### src/rtl/spi_poll_sched.sv
// Poll sequencer for the sensor SPI master. It issues periodic single-byte reads, times each one out,
// tracks consecutive misses and decodes each sign-magnitude byte into stepper controls.
module spi_poll_sched #(
    parameter int POLL_PERIOD    = 6_000_000,
    parameter int TIMEOUT_CYCLES = 5_000_000,
    parameter int MAX_FAULTS     = 3,
    parameter int CNT_W          = 24
) (
    input  logic       clk,
    input  logic       rst,
    input  logic       enable,
    input  logic       spi_ready_i,
    input  logic       spi_rx_dv_i,
    input  logic [7:0] spi_rx_byte_i,
    output logic       spi_tx_dv_o,
    output logic [7:0] rx_byte_o,
    output logic       byte_valid_o,
    output logic       rot_en_o,
    output logic       rot_dir_o,
    output logic [2:0] set_rate_o,
    output logic       fault_o,
    output logic       busy_o
);

    typedef enum logic [2:0] {IDLE, WAIT_RDY, REQ, WAIT_RX, WAIT_PER} state_t;

    localparam int MW = $clog2(MAX_FAULTS + 1);
    localparam logic [CNT_W-1:0] TO_LAST  = CNT_W'(TIMEOUT_CYCLES - 1);
    localparam logic [CNT_W-1:0] PER_LAST = CNT_W'(POLL_PERIOD - 1);
    localparam logic [MW-1:0]    MISS_MAX = MW'(MAX_FAULTS);

    state_t           state, state_d;
    logic [CNT_W-1:0] timer, timer_d;
    logic [MW-1:0]    miss_cnt, miss_d;
    logic             good, timeout;

    logic       tx_d, bv_d, en_d, dir_d, fault_d, busy_d;
    logic [7:0] byte_d;
    logic [2:0] rate_d;

    function automatic logic [2:0] rate_of(input logic [6:0] m);
        if (m[6])             return 3'd7;
        else if (m[5])        return 3'd6;
        else if (m[4])        return 3'd5;
        else if (m[3])        return 3'd4;
        else if (m[2])        return 3'd3;
        else if (m == 7'd3)   return 3'd2;
        else if (m == 7'd2)   return 3'd1;
        else                  return 3'd0;
    endfunction

    always_ff @(posedge clk or posedge rst) begin
        if (rst) begin
            state <= IDLE;
            timer <= '0;
        end else begin
            state <= state_d;
            timer <= timer_d;
        end
    end

    // A byte arriving on the timeout cycle is still accepted as good.
    assign good    = (state == WAIT_RX) && spi_rx_dv_i;
    assign timeout = ((state == WAIT_RDY) || (state == WAIT_RX)) && !good && (timer >= TO_LAST);

    always_comb begin
        state_d = state;
        case (state)
            IDLE:     if (enable) state_d = WAIT_RDY;
            WAIT_RDY: begin
                if (timeout)          state_d = WAIT_PER;
                else if (spi_ready_i) state_d = REQ;
            end
            REQ:      state_d = WAIT_RX;
            WAIT_RX:  if (good || timeout) state_d = WAIT_PER;
            WAIT_PER: if (timer >= PER_LAST) state_d = enable ? WAIT_RDY : IDLE;
            default:  state_d = IDLE;
        endcase

        timer_d = timer;
        if ((state_d == WAIT_RDY) && (state != WAIT_RDY)) timer_d = '0;
        else if (state != IDLE)                           timer_d = timer + 1'b1;
    end

    always_comb begin
        tx_d    = (state_d == REQ);
        busy_d  = (state_d != IDLE);
        bv_d    = 1'b0;
        byte_d  = rx_byte_o;
        dir_d   = rot_dir_o;
        rate_d  = set_rate_o;
        en_d    = rot_en_o;
        fault_d = fault_o;
        miss_d  = miss_cnt;
        if (good) begin
            bv_d    = 1'b1;
            byte_d  = spi_rx_byte_i;
            dir_d   = spi_rx_byte_i[7];
            rate_d  = rate_of(spi_rx_byte_i[6:0]);
            en_d    = (spi_rx_byte_i[6:0] != 7'd0);
            fault_d = 1'b0;
            miss_d  = '0;
        end else if (timeout) begin
            if (miss_cnt < MISS_MAX) miss_d = miss_cnt + 1'b1;
            if (miss_d >= MISS_MAX) begin
                fault_d = 1'b1;
                en_d    = 1'b0;
            end
        end
    end

    always_ff @(posedge clk or posedge rst) begin
        if (rst) begin
            miss_cnt     <= '0;
            spi_tx_dv_o  <= 1'b0;
            rx_byte_o    <= 8'h00;
            byte_valid_o <= 1'b0;
            rot_en_o     <= 1'b0;
            rot_dir_o    <= 1'b0;
            set_rate_o   <= 3'd0;
            fault_o      <= 1'b0;
            busy_o       <= 1'b0;
        end else begin
            miss_cnt     <= miss_d;
            spi_tx_dv_o  <= tx_d;
            rx_byte_o    <= byte_d;
            byte_valid_o <= bv_d;
            rot_en_o     <= en_d;
            rot_dir_o    <= dir_d;
            set_rate_o   <= rate_d;
            fault_o      <= fault_d;
            busy_o       <= busy_d;
        end
    end

endmodule

### config.mk
export PLATFORM = sky130hd
export DESIGN_NAME = spi_poll_sched
export DESIGN_NICKNAME = d
export VERILOG_FILES = /design/src/rtl/spi_poll_sched.sv
export SDC_FILE = /design/constraint.sdc
export NUM_CORES = 1
export LEC_CHECK = 0
export CAP_MARGIN = 20
export CORE_UTILIZATION = 35
export DETAILED_ROUTE_END_ITERATION = 10
export PLACE_DENSITY = 0.53
export REMOVE_ABC_BUFFERS = 1
export SLEW_MARGIN = 20
export SYNTH_ARGS = -nofsm -noshare
export SYNTH_HDL_FRONTEND = slang
export SYNTH_SLANG_ARGS = --single-unit
### constraint.sdc
create_clock -name clk -period 5.8 [get_ports clk]
set_clock_uncertainty 0.05 [all_clocks]
set_input_delay 1.16 -clock clk [delete_from_list [all_inputs] [get_ports clk]]
set_output_delay 1.16 -clock clk [all_outputs]
set_load 0.005 [all_outputs]
== Yosys cells after proc, flatten, opt, wreduce, memory -nomap -nowiden ==
Index checks and enable logic that the tools add are counted.

* $add $sub $neg: 2
* Multiply operators: 0
* Divide/modulo/power cells: 0
* Magnitude comparators: 4
* Equality and inequality tests: 9
* Shift-type cells: 0
* Multiplexer cells: 28
* Bitwise logic cells: 0
* Reduce and logical (&&, ||, !) cells: 15

{| class="wikitable"
|+ Operator list
! kind !! number
|-
| greater-or-equal comparator 24 x 23 -> 1 bit, second input constant || 2
|-
| 2-to-1 mux 24 bit || 2
|-
| 2-to-1 mux 3 bit || 9
|-
| adder 24 x 1 -> 24 bit, second input constant || 1
|-
| one-hot mux 3 bit (5 select lines) || 1
|-
| == test 7 x 2 -> 1 bit, second input constant || 2
|-
| 2-to-1 mux 2 bit || 7
|-
| == test 3 x 2 -> 1 bit, second input constant || 3
|-
| 2-to-1 mux 1 bit || 9
|-
| nonzero test 7 bit || 1
|-
| == test 3 x 1 -> 1 bit, second input constant || 2
|-
| nonzero test 2 bit || 3
|-
| nonzero test 3 bit || 2
|-
| logical AND 1 bit || 4
|-
| == test 3 bit, second input constant || 1
|-
| zero test 3 bit || 1
|-
| != test 3 x 1 -> 1 bit, second input constant || 1
|-
| adder 2 x 1 -> 2 bit, second input constant || 1
|-
| greater-or-equal comparator 2 bit, second input constant || 1
|-
| logical OR 1 bit || 2
|-
| < comparator 2 bit, second input constant || 1
|-
| AND reduction 2 bit || 1
|-
| zero test 1 bit || 1
|}

* Register bits after elaboration: 46
* Latch bits: 0
* Bits in writable memories: 0
* Memory bits (read-only): 0
* Bits of input ports: 13
* Memories kept: 0

== Longest topological paths before layout ==
* Depth in word-level cells: 11
* Mapped depth: 8
* Depth with buffers taken out: 6

== Least setup slack after synthesis ==
No wires, ideal clock.

* Kind: in2reg
* Start: input port spi_rx_byte_i[6]
* End: register rot_en_o
* Data arrival time: 2.008 ns
* Data required time: 5.626 ns
* Setup slack: 3.618 ns
* Cell stages on the path: 5
* Path buffers: 0
* Cell sequence: nor4_1 > nand2_1 > nor3_1 > o221ai_1 > o21bai_1

* Cells in the longest elaborated chain, start to end: 2

{| class="wikitable"
|+ RTL lines
! element !! RTL line !! RTL
|-
| start, declared || 14 || <nowiki>input logic [7:0] spi_rx_byte_i,</nowiki>
|-
| nonzero test 7 bit || 100 || <nowiki>en_d = (spi_rx_byte_i[6:0] != 7'd0);</nowiki>
|-
| 2-to-1 mux 1 bit || 95 || <nowiki>if (good) begin</nowiki>
|-
| end signal, assigned || 128 || <nowiki>rot_en_o <= en_d;</nowiki>
|-
| end, declared || 18 || <nowiki>output logic rot_en_o,</nowiki>
|}

No other way between the ends.
A chain may end at the register's enable or synchronous reset.

== Worst setup path in the final report ==
* Start: input port spi_rx_dv_i
* End: register rx_byte_o[6]

* Cells in the longest elaborated chain, start to end: 1

{| class="wikitable"
|+ RTL lines
! element !! RTL line !! RTL
|-
| start, declared || 13 || <nowiki>input logic spi_rx_dv_i,</nowiki>
|-
| logical AND 1 bit || 63 || <nowiki>assign good = (state == WAIT_RX) && spi_rx_dv_i;</nowiki>
|-
| end signal, assigned || 126 || <nowiki>rx_byte_o <= byte_d;</nowiki>
|-
| end, declared || 16 || <nowiki>output logic [7:0] rx_byte_o,</nowiki>
|}

No other way between the ends.

==> run_results.csv <==
group,metric,value,unit
pwr,combPwrFrac,32.5,%
cells_and_area,n_antenna_cell,0,
cells_and_area,nNetsFinal,285,
job,max_cap_viol_count,0,
synthesis,ys_types,48,
global_route,antenna_found_initial,0,
floorplanning,die_h,83.2,µm
cells_and_area,areaGrowthSynthToFinish,21.3,%
min_path,min_to,"rx_byte_o[0]",
detailed_routing,dr_wl_met2,2220,µm
synthesis,synthArstFlopShare,100,%
cts,clkLatencyLatePin,0.30,ns
detailed_routing,wl_met1,2470,µm
critical_path,r2r_slack,3.60,ns
sta,finalSetupTns,0,ns
detailed_routing,drt_iter0_markers,65,
min_path,hold_depth,2,
global_route,grt_pass1_vias,1758,
synthesis,yosys_warnings,0,
sta,period_needed,2.56,ns
pwr,power_frac_seq,43.9,%
pwr,internal_power,717,µW
pwr,ir_drop,0.000166,V
cells_and_area,multi_input_area,1090,µm²
detailed_routing,dr.pass1.iters,4,
synthesis,ys.flop_type,"dfrtp_1",
pwr,p_total,1.04,mW
global_route,grt_pass1_wl,8570,µm
pwr,switchingPower,325,µW
cts,cts_sinks,45,
synthesis,synth.ff_latch_count,45,
synthesis,netlist_top_cells_count,"45 x dfrtp_1, 34 x nor2_1, 24 x nand2_1",
critical_path,critPathKind,"primary input to register",
status,status,"finished, final reports clean",
critical_path,start_kind,"primary input",
cts,clock_path_buffers,2,
synthesis,yosys.cell_count.top_type,"dfrtp_1",
sta,tightest_slew,0.747,ns
floorplanning,chipWidth,83.2,µm
detailed_routing,drc,0,
critical_path,crit_required,5.93,ns
synthesis,synth_edf_count,0,
floorplanning,io_pins,30,
sta,setup_viol,0,
cells_and_area,drive_gt1_share,7.35,%
pwr,power_density,373,nW/µm²
cts,cts_tree,"done",
cts,holdBufCountCts,0,
detailed_routing,wl_met3,154,µm
critical_path,r2r_end,"timer[23]",
detailed_routing,highest_layer,"met4",
global_route,grt_overflow_total,0,
detailed_routing,via_count,1786,
synthesis,synth_top_area_share,48.8,%
synthesis,synth.avg_cell_area,9.49,µm²
synthesis,yosysSeqAreaShare,48.8,%
synthesis,synth_top_area_cell,"dfrtp_1",
detailed_routing,drt_wl_total,4890,µm
detailed_routing,antenna_left,0,
critical_path,crit_path_max_fanout,21,
critical_path,rr_worst_depth,5,
synthesis,synth_area,2310,µm²
pwr,p_clk_share,23.6,%
critical_path,critPathCaptureType,"register",
global_route,grtUsageTotal,15.4,%
cts,cts_setup_buffers,0,
placed_design,port_buffers,29,
placed_design,place_hpwl,3450,µm
cts,path_clk_slew,0.08,ns
critical_path,worstReg2RegStart,"state[1]",
global_route,grt_max_degree,46,
cells_and_area,final-seq-area,1130,µm²
cts,cts_resized,0,
sta,slew_violations,0,
pwr,switching_share,31.2,%
synthesis,synthCells,243,
sta,rsz0062_at_grt,"no",
min_path,hold_path_class,"register to register",
sta,min_period_over_period,44.1,%
floorplanning,die_area,6920,µm²
detailed_routing,via_per_inst,5.12,
detailed_routing,wl_per_cell,14.0,µm
sta,finalHoldViolCount,0,
min_path,worstHoldStart,"rx_byte_o[0]",
floorplanning,coreArea,6350,µm²
sta,slew_headroom,50.1,%
sta,fmax,391,MHz
placed_design,gp_congestion,0.777,
synthesis,synth_area_leaders,"dfrtp_1 49%, xnor2_1 6.1%, nor2_1 5.5%, nand2_1 3.9%, mux2_2 2.9%",
critical_path,arrival,2.69,ns
cts,htree_levels,2,
cts,cts_root_buffer,"clkbuf_8",
pwr,p_leak,1.19,nW
floorplanning,rows,29,
floorplanning,start_util,36.3,%
cells_and_area,fillers,626,
cts,numCtsBuffers,5,
==> area by class of cell <==
cell class,count,area share (%)
Tap cell,77,3.44
Sequential cell,45,40.3
Multi-Input combinational cell,176,38.9
Clock inverter,1,1.07
Inverter,12,1.61
Timing Repair Buffer,31,11.6
Clock buffer,7,3.09
==> metal layers <==
| layer | up-vias | track usage (%) |
|---|---|---|
| met1 | 860 | 21.4 |
| met2 | 24 | 23.6 |
| met5 | - | 0 |
| li1 | 898 | - |
| met3 | 4 | 3.68 |
| met4 | 0 | 4.70 |
==> cell usage in the layout, fill, tap and decap left out, types with 2 or more instances in the layout <==
master,count
xnor2_1,16
dfrtp_1,45
nand4_1,3
nand2_1,24
clkbuf_8,6
mux2_2,6
inv_1,11
and2_1,2
o21bai_1,2
a31oi_1,2
nor4_1,4
clkdlybuf4s50_1,29
a21oi_1,6
nor2_1,34
o21ai_0,8
a211oi_1,2
xor2_1,7
or3_1,3
o21ai_1,2
nand2b_1,4
nor3_1,10
nor2b_1,3
and3_1,2
nand3_1,13
==> worst max-delay path, cell delays in order <==
cell and delay, ns:
clkdlybuf4s50_1 0.50, nand3_1 0.53, mux2_2 0.49
==> power by group through the flow <==
| stage | combinational [mW] | sequential, mW | clock [mW] |
|---|---|---|---|
| final | 0.339 | 0.457 | 0.246 |
| after global routing | 0.383 | 0.471 | 0.267 |
| after CTS | 0.343 | 0.459 | 0.257 |
| after detailed placement | 0.340 | 0.465 | 0 |
| after global placement | 0.339 | 0.464 | 0 |
| after floorplan | 0.183 | 0.452 | 0 |
==> kinds of logic (layout without fill, tap and decap cells) <==
logic type | count (synthesis) | after routing | synth area share [%]
AOI/OAI and AO/OA | 35 | 35 | 10.5
xor gates and xnor gates | 23 | 23 | 8.73
adders and majority gates | 1 | 1 | 0.542
buffers and inverters | 22 | 51 | 4.01
DFF | 45 | 45 | 48.8
muxes | 7 | 7 | 3.36
and+or+nand+nor | 110 | 110 | 24.1
==> state kept, by name (all words and copies together) (netlist names) <==
name,cells
busy_o,1
byte_valid_o,1
fault_o,1
miss_cnt,2
rot_en_o,1
rx_byte_o,8
set_rate_o,3
spi_tx_dv_o,1
state,3
timer,24
==> through the flow <==
stage | instances | cell area [µm²] | util (%) | setup slack (ns) | hold WS [ns]
detailed placement | 340 | 2650 | 41.8 | 2.91 | 0.423
floorplan | 233 | 2260 | - | 3.39 | 0.423
global route | 349 | 2800 | 44.1 | 3.13 | 0.466
CTS | 348 | 2770 | 43.6 | 3.23 | 0.447
finish | 349 | 2800 | 44.1 | 3.24 | 0.438
global placement | 340 | 2650 | 41.8 | 2.93 | 0.414
==> worst max-delay path by stage <==
stage	from	to	slack, ns	depth (start not counted)
after floorplan	enable	timer[0]	3.39	3
after global placement	spi_rx_dv_i	rx_byte_o[3]	2.93	3
after detailed placement	spi_rx_dv_i	rx_byte_o[3]	2.91	3
after CTS	spi_rx_dv_i	rx_byte_o[3]	3.23	3
after global routing	spi_rx_dv_i	rx_byte_o[7]	3.13	3
final	spi_rx_dv_i	rx_byte_o[6]	3.24	3
No activity file was read; power rests on OpenSTA's default activity.
